[config.mk]
export PLATFORM = sky130hd
export DESIGN_NAME = light_collider_flat
export DESIGN_NICKNAME = d
export VERILOG_FILES = /design/src/rtl/game_pkg.sv /design/src/rtl/light_collider_if.sv /design/src/rtl/light_collider_rect_hit.sv /design/src/rtl/light_collider.sv /design/src/flat_wrapper.sv
export SDC_FILE = /design/constraint.sdc
export NUM_CORES = 1
export LEC_CHECK = 0
export CAP_MARGIN = 20
export CORE_UTILIZATION = 55
export CTS_CLUSTER_SIZE = 10
export DETAILED_ROUTE_END_ITERATION = 7
export GPL_ROUTABILITY_DRIVEN = 0
export HOLD_SLACK_MARGIN = 0.02
export PLACE_DENSITY_LB_ADDON = 0.15
export SLEW_MARGIN = 15
export SYNTH_ARGS = -nofsm -noshare
export SYNTH_HDL_FRONTEND = slang
export SYNTH_HIERARCHICAL = 1
export SYNTH_SLANG_ARGS = --single-unit
[constraint.sdc]
create_clock -name i_clk -period 7.1 [get_ports i_clk]
set_clock_uncertainty 0.05 [all_clocks]
set_input_delay 1.42 -clock i_clk [delete_from_list [all_inputs] [get_ports i_clk]]
set_output_delay 1.42 -clock i_clk [all_outputs]
set_load 0.01 [all_outputs]
[src/rtl/game_pkg.sv]
// Shared game types: coordinate width, collider FSM states and the edge
// rectangle carried on the animation buses.
package game_pkg;

    localparam int COORD_W = 12;

    typedef logic [COORD_W-1:0] coord_t;

    typedef enum logic [1:0] {
        IDLE   = 2'd0,
        SCAN   = 2'd1,
        REPORT = 2'd2
    } state_e;

    typedef struct packed {
        coord_t x1;
        coord_t x2;
        coord_t y1;
        coord_t y2;
    } rect_t;

endpackage

[src/rtl/light_collider_if.sv]
// Collision event channel from the collider to game control.
interface light_collider_if #(
    parameter int CW = 20
);
    // Handshake: coll_valid holds an event (src/count/overrun stable) until
    // the cycle coll_ack is sampled high with coll_valid high; ack while
    // coll_valid is low has no effect.
    logic          coll_valid;
    logic          coll_ack;
    logic [1:0]    coll_src;
    logic [CW-1:0] coll_count;
    logic          overrun;

    modport master (
        output coll_valid,
        output coll_src,
        output coll_count,
        output overrun,
        input  coll_ack
    );

    modport slave (
        input  coll_valid,
        input  coll_src,
        input  coll_count,
        input  overrun,
        output coll_ack
    );

endinterface

[src/rtl/light_collider_rect_hit.sv]
// Point-in-rectangle test with exclusive bounds; a rect with x1>=x2 or
// y1>=y2 contains no point, which the strict compares give for free.
module rect_hit
    import game_pkg::*;
(
    input  coord_t x_i,
    input  coord_t y_i,
    input  rect_t  r_i,
    output logic   hit_o
);

    assign hit_o = (r_i.x1 < x_i) && (x_i < r_i.x2) &&
                   (r_i.y1 < y_i) && (y_i < r_i.y2);

endmodule

[src/rtl/light_collider.sv]
// Per-frame player/light overlap counter posting one collision event per
// frame on a valid/ack channel.
module light_collider
    import game_pkg::*;
#(
    parameter int D_WIDTH    = 640,
    parameter int D_HEIGHT   = 480,
    parameter int HIT_THRESH = 16,
    parameter int CW         = 20
) (
    input  logic   i_clk,
    input  logic   i_rst,
    input  logic   i_pix_stb,
    input  coord_t i_x,
    input  coord_t i_y,
    input  logic   i_animate,
    input  logic   i_paused,
    input  coord_t i_px1,
    input  coord_t i_px2,
    input  coord_t i_py1,
    input  coord_t i_py2,
    input  coord_t i_1x1,
    input  coord_t i_1x2,
    input  coord_t i_1y1,
    input  coord_t i_1y2,
    input  coord_t i_2x1,
    input  coord_t i_2x2,
    input  coord_t i_2y1,
    input  coord_t i_2y2,
    output logic   o_hit_pix,
    output state_e o_state,
    light_collider_if.master coll
);

    localparam coord_t        ACT_W   = coord_t'(D_WIDTH);
    localparam coord_t        ACT_H   = coord_t'(D_HEIGHT);
    localparam logic [CW-1:0] THRESH  = CW'(HIT_THRESH);
    localparam logic [CW-1:0] CNT_MAX = '1;

    state_e state_q, state_d;
    rect_t  sh_p_q, sh_1_q, sh_2_q;
    logic   hit_p, hit_1, hit_2;
    logic   stb1_q, inp_q, in1_q, in2_q, hit_q;
    logic [CW-1:0] cnt1_q, cnt1_d, cnt2_q, cnt2_d;
    logic [CW:0]   sum;
    logic [CW-1:0] sum_sat;
    logic [1:0]    src;
    logic          valid_q, valid_d, ovr_q, ovr_d;
    logic [1:0]    src_q, src_d;
    logic [CW-1:0] count_q, count_d;

    wire frame_start = i_pix_stb && (i_x == '0) && (i_y == '0);
    wire anim_stb    = i_pix_stb && i_animate;
    wire scan_active = (state_q == SCAN) && (i_x < ACT_W) && (i_y < ACT_H);

    rect_hit u_hit_p (.x_i(i_x), .y_i(i_y), .r_i(sh_p_q), .hit_o(hit_p));
    rect_hit u_hit_1 (.x_i(i_x), .y_i(i_y), .r_i(sh_1_q), .hit_o(hit_1));
    rect_hit u_hit_2 (.x_i(i_x), .y_i(i_y), .r_i(sh_2_q), .hit_o(hit_2));

    always_comb begin
        state_d = state_q;
        case (state_q)
            IDLE:    if (frame_start) state_d = SCAN;
            SCAN:    if (!frame_start && anim_stb) state_d = REPORT;
            REPORT:  state_d = SCAN;
            default: state_d = IDLE;
        endcase
    end

    always_ff @(posedge i_clk) begin
        if (i_rst) begin
            state_q <= IDLE;
            sh_p_q  <= '0;
            sh_1_q  <= '0;
            sh_2_q  <= '0;
        end else begin
            state_q <= state_d;
            if (frame_start) begin
                sh_p_q <= '{x1: i_px1, x2: i_px2, y1: i_py1, y2: i_py2};
                sh_1_q <= '{x1: i_1x1, x2: i_1x2, y1: i_1y1, y2: i_1y2};
                sh_2_q <= '{x1: i_2x1, x2: i_2x2, y1: i_2y1, y2: i_2y2};
            end
        end
    end

    // Stage 1: containment flags, held between strobes.
    always_ff @(posedge i_clk) begin
        if (i_rst) begin
            stb1_q <= 1'b0;
            inp_q  <= 1'b0;
            in1_q  <= 1'b0;
            in2_q  <= 1'b0;
            hit_q  <= 1'b0;
        end else begin
            stb1_q <= i_pix_stb && scan_active;
            if (i_pix_stb) begin
                inp_q <= scan_active && hit_p;
                in1_q <= scan_active && hit_1;
                in2_q <= scan_active && hit_2;
                hit_q <= scan_active && hit_p && (hit_1 || hit_2);
            end
        end
    end

    // Stage 2: saturating overlap counters; REPORT reads the next-state value
    // so the pixel strobed together with i_animate is included.
    always_comb begin
        cnt1_d = cnt1_q;
        cnt2_d = cnt2_q;
        if (frame_start) begin
            cnt1_d = '0;
            cnt2_d = '0;
        end else if (stb1_q && !i_paused) begin
            if (inp_q && in1_q && cnt1_q != CNT_MAX) cnt1_d = cnt1_q + 1'b1;
            if (inp_q && in2_q && cnt2_q != CNT_MAX) cnt2_d = cnt2_q + 1'b1;
        end
        sum     = {1'b0, cnt1_d} + {1'b0, cnt2_d};
        sum_sat = sum[CW] ? CNT_MAX : sum[CW-1:0];
        src     = {cnt2_d >= THRESH, cnt1_d >= THRESH};
    end

    always_comb begin
        valid_d = valid_q;
        ovr_d   = ovr_q;
        src_d   = src_q;
        count_d = count_q;
        if (state_q == REPORT && !i_paused && src != 2'b00) begin
            if (!valid_q || coll.coll_ack) begin
                valid_d = 1'b1;
                ovr_d   = 1'b0;
                src_d   = src;
                count_d = sum_sat;
            end else begin
                ovr_d = 1'b1;
            end
        end else if (coll.coll_ack && valid_q) begin
            valid_d = 1'b0;
            ovr_d   = 1'b0;
        end
    end

    always_ff @(posedge i_clk) begin
        if (i_rst) begin
            cnt1_q  <= '0;
            cnt2_q  <= '0;
            valid_q <= 1'b0;
            ovr_q   <= 1'b0;
            src_q   <= '0;
            count_q <= '0;
        end else begin
            cnt1_q  <= cnt1_d;
            cnt2_q  <= cnt2_d;
            valid_q <= valid_d;
            ovr_q   <= ovr_d;
            src_q   <= src_d;
            count_q <= count_d;
        end
    end

    assign o_hit_pix       = hit_q;
    assign o_state         = state_q;
    assign coll.coll_valid = valid_q;
    assign coll.coll_src   = src_q;
    assign coll.coll_count = count_q;
    assign coll.overrun    = ovr_q;

endmodule

[src/flat_wrapper.sv]
// flat-port wrapper written by rule: the top's interface ports become plain ports
module light_collider_flat import game_pkg::*;
#(
    parameter int D_WIDTH    = 640,
    parameter int D_HEIGHT   = 480,
    parameter int HIT_THRESH = 16,
    parameter int CW         = 20
)
  (i_clk, i_rst, i_pix_stb, i_x, i_y, i_animate, i_paused, i_px1, i_px2, i_py1, i_py2, i_1x1, i_1x2, i_1y1, i_1y2, i_2x1, i_2x2, i_2y1, i_2y2, o_hit_pix, o_state, coll_coll_valid, coll_coll_src, coll_coll_count, coll_overrun, coll_coll_ack);
  light_collider_if #(.CW(CW)) coll_i ();
  input  logic i_clk;
  input  logic i_rst;
  input  logic i_pix_stb;
  input  coord_t i_x;
  input  coord_t i_y;
  input  logic i_animate;
  input  logic i_paused;
  input  coord_t i_px1;
  input  coord_t i_px2;
  input  coord_t i_py1;
  input  coord_t i_py2;
  input  coord_t i_1x1;
  input  coord_t i_1x2;
  input  coord_t i_1y1;
  input  coord_t i_1y2;
  input  coord_t i_2x1;
  input  coord_t i_2x2;
  input  coord_t i_2y1;
  input  coord_t i_2y2;
  output logic o_hit_pix;
  output state_e o_state;
  output wire logic [$bits(coll_i.coll_valid)-1:0] coll_coll_valid;
  output wire logic [$bits(coll_i.coll_src)-1:0] coll_coll_src;
  output wire logic [$bits(coll_i.coll_count)-1:0] coll_coll_count;
  output wire logic [$bits(coll_i.overrun)-1:0] coll_overrun;
  input wire logic [$bits(coll_i.coll_ack)-1:0] coll_coll_ack;
  assign coll_coll_valid = coll_i.coll_valid;
  assign coll_coll_src = coll_i.coll_src;
  assign coll_coll_count = coll_i.coll_count;
  assign coll_overrun = coll_i.overrun;
  assign coll_i.coll_ack = coll_coll_ack;
  light_collider #(.D_WIDTH(D_WIDTH), .D_HEIGHT(D_HEIGHT), .HIT_THRESH(HIT_THRESH), .CW(CW)) u_core (.i_clk(i_clk), .i_rst(i_rst), .i_pix_stb(i_pix_stb), .i_x(i_x), .i_y(i_y), .i_animate(i_animate), .i_paused(i_paused), .i_px1(i_px1), .i_px2(i_px2), .i_py1(i_py1), .i_py2(i_py2), .i_1x1(i_1x1), .i_1x2(i_1x2), .i_1y1(i_1y1), .i_1y2(i_1y2), .i_2x1(i_2x1), .i_2x2(i_2x2), .i_2y1(i_2y1), .i_2y2(i_2y2), .o_hit_pix(o_hit_pix), .o_state(o_state), .coll(coll_i));
endmodule
==> impl_metrics.yaml, run 1 <==
pwr:
  power.share.clock: 0.455
  power_frac_comb: 0.086
  p_per_area_nw_per_um2: 165
  switchingPower_w: 0.000596
  leakage_nw: 6.11
  internal-power_w: 0.00203
  swShare: 0.227
  vdd_drop_max_uv: 140
  p_seq_frac: 0.459
synth:
  synthCells: 1676
  synth_area_per_cell_um2: 7.81
  synth_edf_count: 0
  ys_seq_area_frac: 0.329
  ys_ff_latch: 215
  synth-async-reset-ratio: 0
  synthDistinctLibCells: 80
  syn-num-nets: 2003
  synth_warnings: 6
  synth_area_um2: 13100
  synthFlopType: "dfxtp_1"
routing:
  drtIter0Drc: 753
  totalWireLength_um: 36800
  drc: 0
  final_antenna_net_count: 0
  wire_per_inst_um: 17.0
  vias_per_cell: 5.65
  vias: 12200
  dr.pass1.iters: 5
critical_path:
  slowest_delay_ns: 0.61
  rr_worst_depth: 20
  crit_chain: "clkdlybuf4s50_1, nor4_1, nand3b_1, nor3_2, buf_4, nor2_1, ha_1, inv_1, o21bai_1, nand2_1, a311oi_1, o21ai_1, a211oi_2, o311ai_2, o21ai_2, a211oi_4, buf_4, a211oi_2"
  worst-setup-path-type: "primary input to flop"
  critical_path.slowest_cell: "clkdlybuf4s50_1"
  worstSetupStartpoint: "i_x[11]"
  end_kind: "flop"
  worstPathArrival_ns: 6.12
  r2r_start: "u_core/cnt1_q[0]$_SDFF_PP0_"
  start_kind: "primary input"
  reg2reg_slack_ns: 2.22
  crit_required_ns: 7.49
  reg2reg_to: "u_core/coll.coll_count[17]$_SDFFE_PP0P_"
  cp_max_fo: 58
floorplanning:
  die_y_um: 156
  start_util: 0.560
  ios: 201
  fp.coreArea_um2: 23400
  chipWidth_um: 156
  placementRows: 56
  die_area_um2: 24400
global_route:
  grt.overflow.total: 0
  grt_pass1_wl_um: 58200
  antenna_found_initial: 1
  grt_max_degree: 116
  grt_usage: 0.299
  grt_pass1_vias: 11800
clocking:
  cts-buffers-inserted: 26
  path_clk_slew_ns: 0.06
  cts_resized: 0
  clock_latency_ns: 0.54
  cts_hold_buffers: 0
  root_buffer: "clkbuf_16"
  post_cts_buffers: 0
  cts.sinks: 215
  htree_levels: 1
  clk_path_buf_depth: 3
  cts_tree: "done"
place:
  portBuffers: 200
  place_hpwl_um: 27000
cells_and_area:
  multi_input_area_um2: 7900
  drive_gt1_frac: 0.0504
  synthToLayoutAreaGrowth_pct: 22.0
  ff_latch_area_um2: 4300
  finalNetCount: 2165
  fill_cells: 1982
worst_hold_path:
  hold_path_startpoint: "u_core/sh_p_q[12]$_SDFFE_PP0P_"
  hold_depth: 2
  holdPathEnd: "u_core/sh_p_q[12]$_SDFFE_PP0P_"
  holdCritPathClass: "flop to flop"
sta:
  finalHoldViolCount: 0
  fin_crit_sh: 0.807
  period_needed_ns: 5.73
  fmax_ghz: 0.175
  maxSlewViolCount: 0
  hold_ws_ns: 0.402
  worstMarginPinSlew_ns: 1.13
  rsz0062_at_grt: "false"
  fin_setup_tns_ns: 0
  slew-limit-headroom: 0.249
  setup_viol: 0
job:
  maxCapViolCount: 0
status:
  status: "complete, no violations"
[worst max-delay path by stage]
stage	end	slack, ns
floorplan	u_core/coll.coll_count[1]$_SDFFE_PP0P_	1.27
global placement	u_core/coll.coll_count[1]$_SDFFE_PP0P_	1.01
detailed placement	u_core/coll.coll_count[1]$_SDFFE_PP0P_	0.86
CTS	u_core/coll.coll_count[1]$_SDFFE_PP0P_	1.41
global route	u_core/coll.coll_count[0]$_SDFFE_PP0P_	1.09
finish	u_core/coll.coll_count[1]$_SDFFE_PP0P_	1.37
[cells in the mapped netlist (12+ instances only)]
| master | number | share of area |
|---|---|---|
| a211oi_1 | 18 | 0.010 |
| a211oi_2 | 22 | 0.021 |
| a21o_1 | 23 | 0.013 |
| a21oi_1 | 201 | 0.077 |
| clkbuf_1 | 54 | 0.015 |
| dfxtp_1 | 215 | 0.33 |
| ha_1 | 152 | 0.15 |
| inv_1 | 147 | 0.042 |
| nand2_1 | 341 | 0.098 |
| nand2b_1 | 24 | 0.011 |
| nand3_1 | 31 | 0.012 |
| nand4_1 | 28 | 0.013 |
| nor2_1 | 111 | 0.032 |
| nor3_1 | 42 | 0.016 |
| nor4_1 | 22 | 0.011 |
| o21ai_0 | 18 | 0.0069 |
| or3_1 | 13 | 0.0062 |
| xnor2_1 | 40 | 0.027 |
| xor2_1 | 12 | 0.0080 |
[layout by cell type, fill, tap and decap left out, types with 21 or more instances in the layout]
cell type	netlist	layout
nand2b_1	24	24
xnor2_1	40	40
a21oi_1	201	201
inv_1	147	147
clkbuf_16	0	27
nand3_1	31	31
nor2_1	111	111
nor3_1	42	41
a21o_1	23	23
nand2_1	341	341
nor4_1	22	22
clkdlybuf4s50_1	0	199
nand4_1	28	28
a211oi_2	22	21
ha_1	152	152
dfxtp_1	215	215
[critical path, delay by kind of cell]
family                   cells  cell delay, ns
AO/OA/AOI/OAI                8            1.82
AND/OR/NAND/NOR              5            1.14
buffers and inverters        4            1.41
adder cells (fa/ha/maj)      1            0.31
[area by class of cell]
class	instances	area share
clock inverters	2	0.000627
inverters	147	0.0345
diodes	1	0.000157
repair buffers	209	0.130
flip-flops and latches	215	0.269
clock buffers	33	0.0456
well taps	319	0.0250
multi-input cells	1239	0.495
[logic make-up after synthesis]
| group | share of synthesized area |
|---|---|
| buf+inv | 0.0693 |
| flops | 0.329 |
| compound gates | 0.174 |
| simple gates | 0.238 |
| mux | 0.00535 |
| fa+ha+maj | 0.148 |
| xor+xnor | 0.0366 |
[flip-flops by register name (all words and copies together) (netlist names), 2 cells and up]
| name | flops |
|---|---|
| u_core/cnt1_q | 20 |
| u_core/cnt2_q | 20 |
| u_core/coll.coll_count | 20 |
| u_core/coll.coll_src | 2 |
| u_core/o_state | 2 |
| u_core/sh_1_q | 48 |
| u_core/sh_2_q | 48 |
| u_core/sh_p_q | 48 |
[routing by layer]
metal,wire length [um],track usage
met5,0,0
met4,1720,0.135
met3,1920,0.0352
met2,17700,0.520
met1,15500,0.368
[power by group through the flow]
stage,Sequential [W],Combinational [W],Clock [W]
floorplan,0.00123,0.0000818,0
global placement,0.00123,0.000220,0
detailed placement,0.00123,0.000223,0
CTS,0.00121,0.000225,0.00121
global route,0.00121,0.000245,0.00127
finish,0.00121,0.000226,0.00120
[per-stage QoR]
step	cells	power, W	area (um^2)	setup slack [ns]	utilization
6_report	2165	0.00263	16000	1.37	0.682
5_1_grt	2165	0.00272	16000	1.09	0.682
4_1_cts	2164	0.00264	16000	1.41	0.682
3_5_place_dp	2129	0.00146	15200	0.856	0.651
3_3_place_gp	2129	0.00145	15200	1.01	0.651
2_1_floorplan	1676	0.00131	13100	1.27	-
No activity file was read; power rests on OpenSTA's default activity.
==> run 2, diff against run 1 <==
==> constraint.sdc (replaced) <==
create_clock -name i_clk -period 5.5 [get_ports i_clk]
set_clock_uncertainty 0.05 [all_clocks]
set_input_delay 1.1 -clock i_clk [delete_from_list [all_inputs] [get_ports i_clk]]
set_output_delay 1.1 -clock i_clk [all_outputs]
set_load 0.01 [all_outputs]
==> run 2 against run 1 <==
Effect of this change:
- sequential cell count stayed put
- sequential share of layout area shrank 0.65 points
- total power grew 30%
- critical path depth unchanged
- routed wire length increased by 1.8%
==> impl_metrics.yaml, run 2 (synthesized netlist as in run 1, its figures left out) <==
status:
  status: "complete, no violations"
routing:
  wl_met1_um: 15700
  drc: 0
  wl_met2_um: 18300
  vias_per_cell: 5.66
  drtIter0Drc: 852
  vias: 12500
  final_antenna_net_count: 0
  dr.pass1.iters: 5
  totalWireLength_um: 37400
  top_layer: "met4"
  wire_per_inst_um: 16.9
  met3WireLength_um: 1800
worst_hold_path:
  holdCritPathClass: "flop to flop"
  hold_depth: 2
sta:
  finalHoldViolCount: 0
  slew-limit-headroom: 0.329
  fin_ws_ns: 0.267
  hold_ws_ns: 0.403
  period_needed_ns: 5.23
  fmax_ghz: 0.191
  rsz0062_at_grt: "false"
  fin_crit_sh: 0.952
  setup_viol: 0
  maxSlewViolCount: 0
  worstMarginPinSlew_ns: 0.994
cells_and_area:
  finalNetCount: 2214
  diodes: 0
  post-route-util: 0.699
  stdcell_count: 2213
  fill_cells: 1963
  synthToLayoutAreaGrowth_pct: 25.0
  final_common_cell: "nand2_1"
  final_cell_mix: "341 x nand2_1, 215 x dfxtp_1, 201 x a21oi_1"
  drive_gt1_frac: 0.0755
  reg_top3: "u_core/sh_1_q: 48 flops, u_core/sh_2_q: 48 flops, u_core/sh_p_q: 48 flops"
pwr:
  vdd_drop_max_uv: 219
  swShare: 0.226
  leakage_nw: 6.37
  total_power_w: 0.00341
  internal-power_w: 0.00264
  power_frac_comb: 0.093
  p_seq_frac: 0.457
  power.share.clock: 0.450
  switchingPower_w: 0.000770
  p_per_area_nw_per_um2: 208
floorplanning:
  fp.coreArea_um2: 23400
  chipWidth_um: 156
  placementRows: 56
  ios: 201
  die_y_um: 156
  die_area_um2: 24400
  start_util: 0.560
clocking:
  post_cts_buffers: 0
  htree_levels: 1
  cts_hold_buffers: 0
  root_buffer: "clkbuf_16"
  clk_path_buf_depth: 3
  cts_resized: 0
  cts.sinks: 215
  cts_tree: "done"
  clock_latency_ns: 0.53
  cts-buffers-inserted: 26
  path_clk_slew_ns: 0.05
global_route:
  grt.overflow.total: 0
  grt_max_degree: 139
  grt_pass1_vias: 12100
  grt_pass1_wl_um: 59400
  antenna_found_initial: 0
  grt_usage: 0.305
place:
  place_inst: 2177
  place_ws_ns: -0.284
  portBuffers: 200
  place_hpwl_um: 27800
critical_path:
  end_kind: "flop"
  rr_worst_depth: 19
  start_kind: "primary input"
  crit_required_ns: 5.84
  cp_max_fo: 9
  worstPathArrival_ns: 5.57
  worst-setup-path-type: "primary input to flop"
job:
  maxCapViolCount: 0
[run 2: cell count changes in the layout (fill, tap and decap cells not counted)]
| cell | previous run | this run |
|---|---|---|
| buf_16 | 0 | 1 |
| clkbuf_1 | 3 | 2 |
| clkinv_2 | 2 | 1 |
| clkbuf_16 | 27 | 26 |
| diode_2 | 1 | 0 |
| clkbuf_8 | 3 | 5 |
| nor3_2 | 3 | 2 |
| nor3_4 | 1 | 2 |
| buf_4 | 8 | 57 |
| clkinv_8 | 0 | 1 |
| buf_6 | 2 | 1 |
[run 2: power groups by stage]
| stage | clock (W) | combinational (W) | sequential, W |
|---|---|---|---|
| after global placement | 0 | 0.000303 | 0.00159 |
| final | 0.00153 | 0.000316 | 0.00156 |
| after CTS | 0.00155 | 0.000311 | 0.00156 |
| after global routing | 0.00162 | 0.000342 | 0.00156 |
| after floorplan | 0 | 0.000106 | 0.00159 |
| after detailed placement | 0 | 0.000308 | 0.00159 |
[run 2: metal layers]
| metal | up-vias | GRT usage |
|---|---|---|
| li1 | 6178 | - |
| met1 | 5863 | 0.369 |
| met2 | 389 | 0.545 |
| met3 | 101 | 0.0324 |
| met4 | 0 | 0.135 |
| met5 | - | 0 |
[run 2: path summary, 6_finish.rpt]
path / startpoint / end / slack (ns)
worst min register to register: u_core/sh_1_q[12]$_SDFFE_PP0P_ / u_core/sh_1_q[12]$_SDFFE_PP0P_ / 0.40
worst max register to register: u_core/cnt2_q[0]$_SDFF_PP0_ / u_core/coll.coll_count[8]$_SDFFE_PP0P_ / 0.72
worst min-delay path: u_core/sh_1_q[12]$_SDFFE_PP0P_ / u_core/sh_1_q[12]$_SDFFE_PP0P_ / 0.40
worst max-delay path: i_x[2] / u_core/coll.coll_count[8]$_SDFFE_PP0P_ / 0.27
[run 2: final cells by class]
cell class,instances,area [um^2],area share
well taps,319,399,0.0244
clock buffers,33,727,0.0444
flip-flops and latches,215,4300,0.263
repair buffers,258,2460,0.150
inverters,147,552,0.0337
multi-input cells,1239,7910,0.483
clock inverters,2,21.3,0.00130
[run 2: stage by stage]
step | setup TNS (ns) | instance area [um^2]
floorplan | 0 | 13100
global placement | -4.06 | 15600
detailed placement | -4.70 | 15600
CTS | 0 | 16300
global route | 0 | 16400
finish | 0 | 16400
[run 2: worst max-delay path, cell delays in order]
cell	delay, ns
clkdlybuf4s50_1	0.42
nor4_1	0.63
nand2_1	0.24
nor3_4	0.46
nor2_1	0.10
ha_1	0.24
fa_1	0.40
a21oi_1	0.16
o21bai_1	0.11
nand2_1	0.08
a311oi_1	0.11
o21ai_1	0.24
a211oi_2	0.14
o311ai_2	0.39
o21ai_2	0.11
a211oi_4	0.25
buf_4	0.27
a211oi_2	0.09
==> run 3, diff against run 2 <==
--- a/config.mk
+++ b/config.mk
@@ -6,13 +6,15 @@
 export NUM_CORES = 1
 export LEC_CHECK = 0
 export CAP_MARGIN = 20
+export CORE_MARGIN = 5
 export CORE_UTILIZATION = 55
 export CTS_CLUSTER_SIZE = 10
 export DETAILED_ROUTE_END_ITERATION = 7
 export GPL_ROUTABILITY_DRIVEN = 0
+export GPL_TIMING_DRIVEN = 1
 export HOLD_SLACK_MARGIN = 0.02
 export PLACE_DENSITY_LB_ADDON = 0.15
-export SLEW_MARGIN = 15
+export SLEW_MARGIN = 30
 export SYNTH_ARGS = -nofsm -noshare
 export SYNTH_HDL_FRONTEND = slang
 export SYNTH_HIERARCHICAL = 1
==> run 3 against run 2 <==
Effect of this change:
- sequential cell count unchanged
- count of clock-buffer cells in the layout rose by 3
- core utilization decreased by 0.64 points
- register-to-register slack is essentially flat
- maximum frequency rose by 2.3%
- clock power about the same
- worst hold slack worse by 0.0011 ns
- via count decreased by 0.49%
- total power decreased by 0.58%
- critical endpoint is now u_core/coll.coll_count[3]$_SDFFE_PP0P_
==> impl_metrics.yaml, run 3 (synthesized netlist as in run 1, its figures left out) <==
status:
  status: "complete, no violations"
routing:
  drtIter0Drc: 897
  top_layer: "met4"
  met3WireLength_um: 2450
  vias: 12500
  wl_met1_um: 15100
  drc: 0
  wire_per_inst_um: 17.1
  totalWireLength_um: 37600
  final_antenna_net_count: 0
  dr.pass1.iters: 5
  wl_met2_um: 18300
  vias_per_cell: 5.66
critical_path:
  end_kind: "flop"
  r2r_start: "u_core/cnt2_q[0]$_SDFF_PP0_"
  cp_max_fo: 20
  worstSetupStartpoint: "i_x[2]"
  worst-setup-path-type: "primary input to flop"
  crit_required_ns: 5.82
  worstPathArrival_ns: 5.44
  rr_worst_depth: 19
  start_kind: "primary input"
cells_and_area:
  stdcell_count: 2205
  reg_top3: "u_core/sh_1_q: 48 flops, u_core/sh_2_q: 48 flops, u_core/sh_p_q: 48 flops"
  final_common_cell: "nand2_1"
  fill_cells: 2013
  drive_gt1_frac: 0.0684
  diodes: 0
  finalNetCount: 2204
  design_area_um2: 16300
  final_cell_mix: "341 x nand2_1, 215 x dfxtp_1, 201 x a21oi_1"
  multi_input_area_um2: 7910
  synthToLayoutAreaGrowth_pct: 24.2
  ff_latch_area_um2: 4300
global_route:
  grt_usage: 0.275
  grt.overflow.total: 0
  grt_pass1_wl_um: 60700
  grt_max_degree: 103
  antenna_found_initial: 0
  grt_pass1_vias: 12600
worst_hold_path:
  holdCritPathClass: "flop to flop"
  hold_path_startpoint: "u_core/sh_2_q[12]$_SDFFE_PP0P_"
  hold_depth: 2
floorplanning:
  ios: 201
  fp.coreArea_um2: 23500
  chipWidth_um: 164
  die_y_um: 164
  start_util: 0.558
  placementRows: 56
  die_area_um2: 27000
place:
  place_inst: 2168
  portBuffers: 200
  place_area_um2: 15500
  place_hpwl_um: 28700
sta:
  period_needed_ns: 5.11
  fmax_ghz: 0.196
  rsz0062_at_grt: "false"
  fin_crit_sh: 0.930
  hold_ws_ns: 0.401
  worstMarginPinSlew_ns: 0.986
  fin_setup_tns_ns: 0
  setup_viol: 0
  slew-limit-headroom: 0.334
  finalHoldViolCount: 0
  maxSlewViolCount: 0
clocking:
  cts_resized: 0
  cts.sinks: 215
  cts-buffers-inserted: 26
  clock_latency_ns: 0.52
  root_buffer: "clkbuf_16"
  cts_tree: "done"
  cts_hold_buffers: 0
  clk_path_buf_depth: 3
  path_clk_slew_ns: 0.05
  post_cts_buffers: 0
  htree_levels: 1
pwr:
  leakage_nw: 6.30
  p_per_area_nw_per_um2: 208
  vdd_drop_max_uv: 209
job:
  maxCapViolCount: 0
==> run 3: cell count changes in the layout (fill, tap and decap cells not counted), sizes merged <==
cell and delta:
buf -10, clkinv -2, clkinvlp +1, clkbuf +3
==> run 3: final timing paths <==
| path | endpoint | slack (ns) |
|---|---|---|
| min reg2reg | u_core/sh_2_q[12]$_SDFFE_PP0P_ | 0.40 |
| max | u_core/coll.coll_count[3]$_SDFFE_PP0P_ | 0.39 |
| max reg2reg | u_core/coll.coll_count[3]$_SDFFE_PP0P_ | 0.72 |
| min | u_core/sh_2_q[12]$_SDFFE_PP0P_ | 0.40 |
==> run 3: area by class of cell <==
type,count,share of cell area
Multi-Input combinational cell,1239,0.486
Sequential cell,215,0.265
Timing Repair Buffer,248,0.146
Clock buffer,36,0.0442
Inverter,147,0.0339
Tap cell,319,0.0245
Clock inverter,1,0.000461
==> run 3: critical path, stage by stage <==
cell,delay (ns)
clkdlybuf4s50_1,0.42
nor4_1,0.58
nand2_1,0.24
nor3_4,0.35
nor2_1,0.11
ha_1,0.24
fa_1,0.39
a21oi_1,0.19
o21bai_1,0.12
nand2_1,0.09
a311oi_1,0.11
o21ai_1,0.25
a211oi_2,0.15
o311ai_2,0.40
o21ai_2,0.11
a211oi_4,0.25
buf_12,0.22
a211oi_2,0.09
==> run 3: metrics by stage <==
stage,worst slack [ns],utilization,total power (W)
after floorplan,0.148,-,0.00170
after global placement,0.0493,0.662,0.00189
after detailed placement,-0.0758,0.662,0.00190
after CTS,0.460,0.693,0.00341
after global routing,0.175,0.693,0.00351
final,0.386,0.693,0.00339
==> run 3: where the power goes <==
group	switching (W)	internal (W)
logic	0.000141	0.000170
registers	0.0000000000233	0.00156
clock network	0.000628	0.000893
==> run 3: routing by layer <==
metal,GRT usage,vias up
met5,0,-
met4,0.128,0
met3,0.0434,117
met2,0.486,429
met1,0.327,5760
li1,-,6164
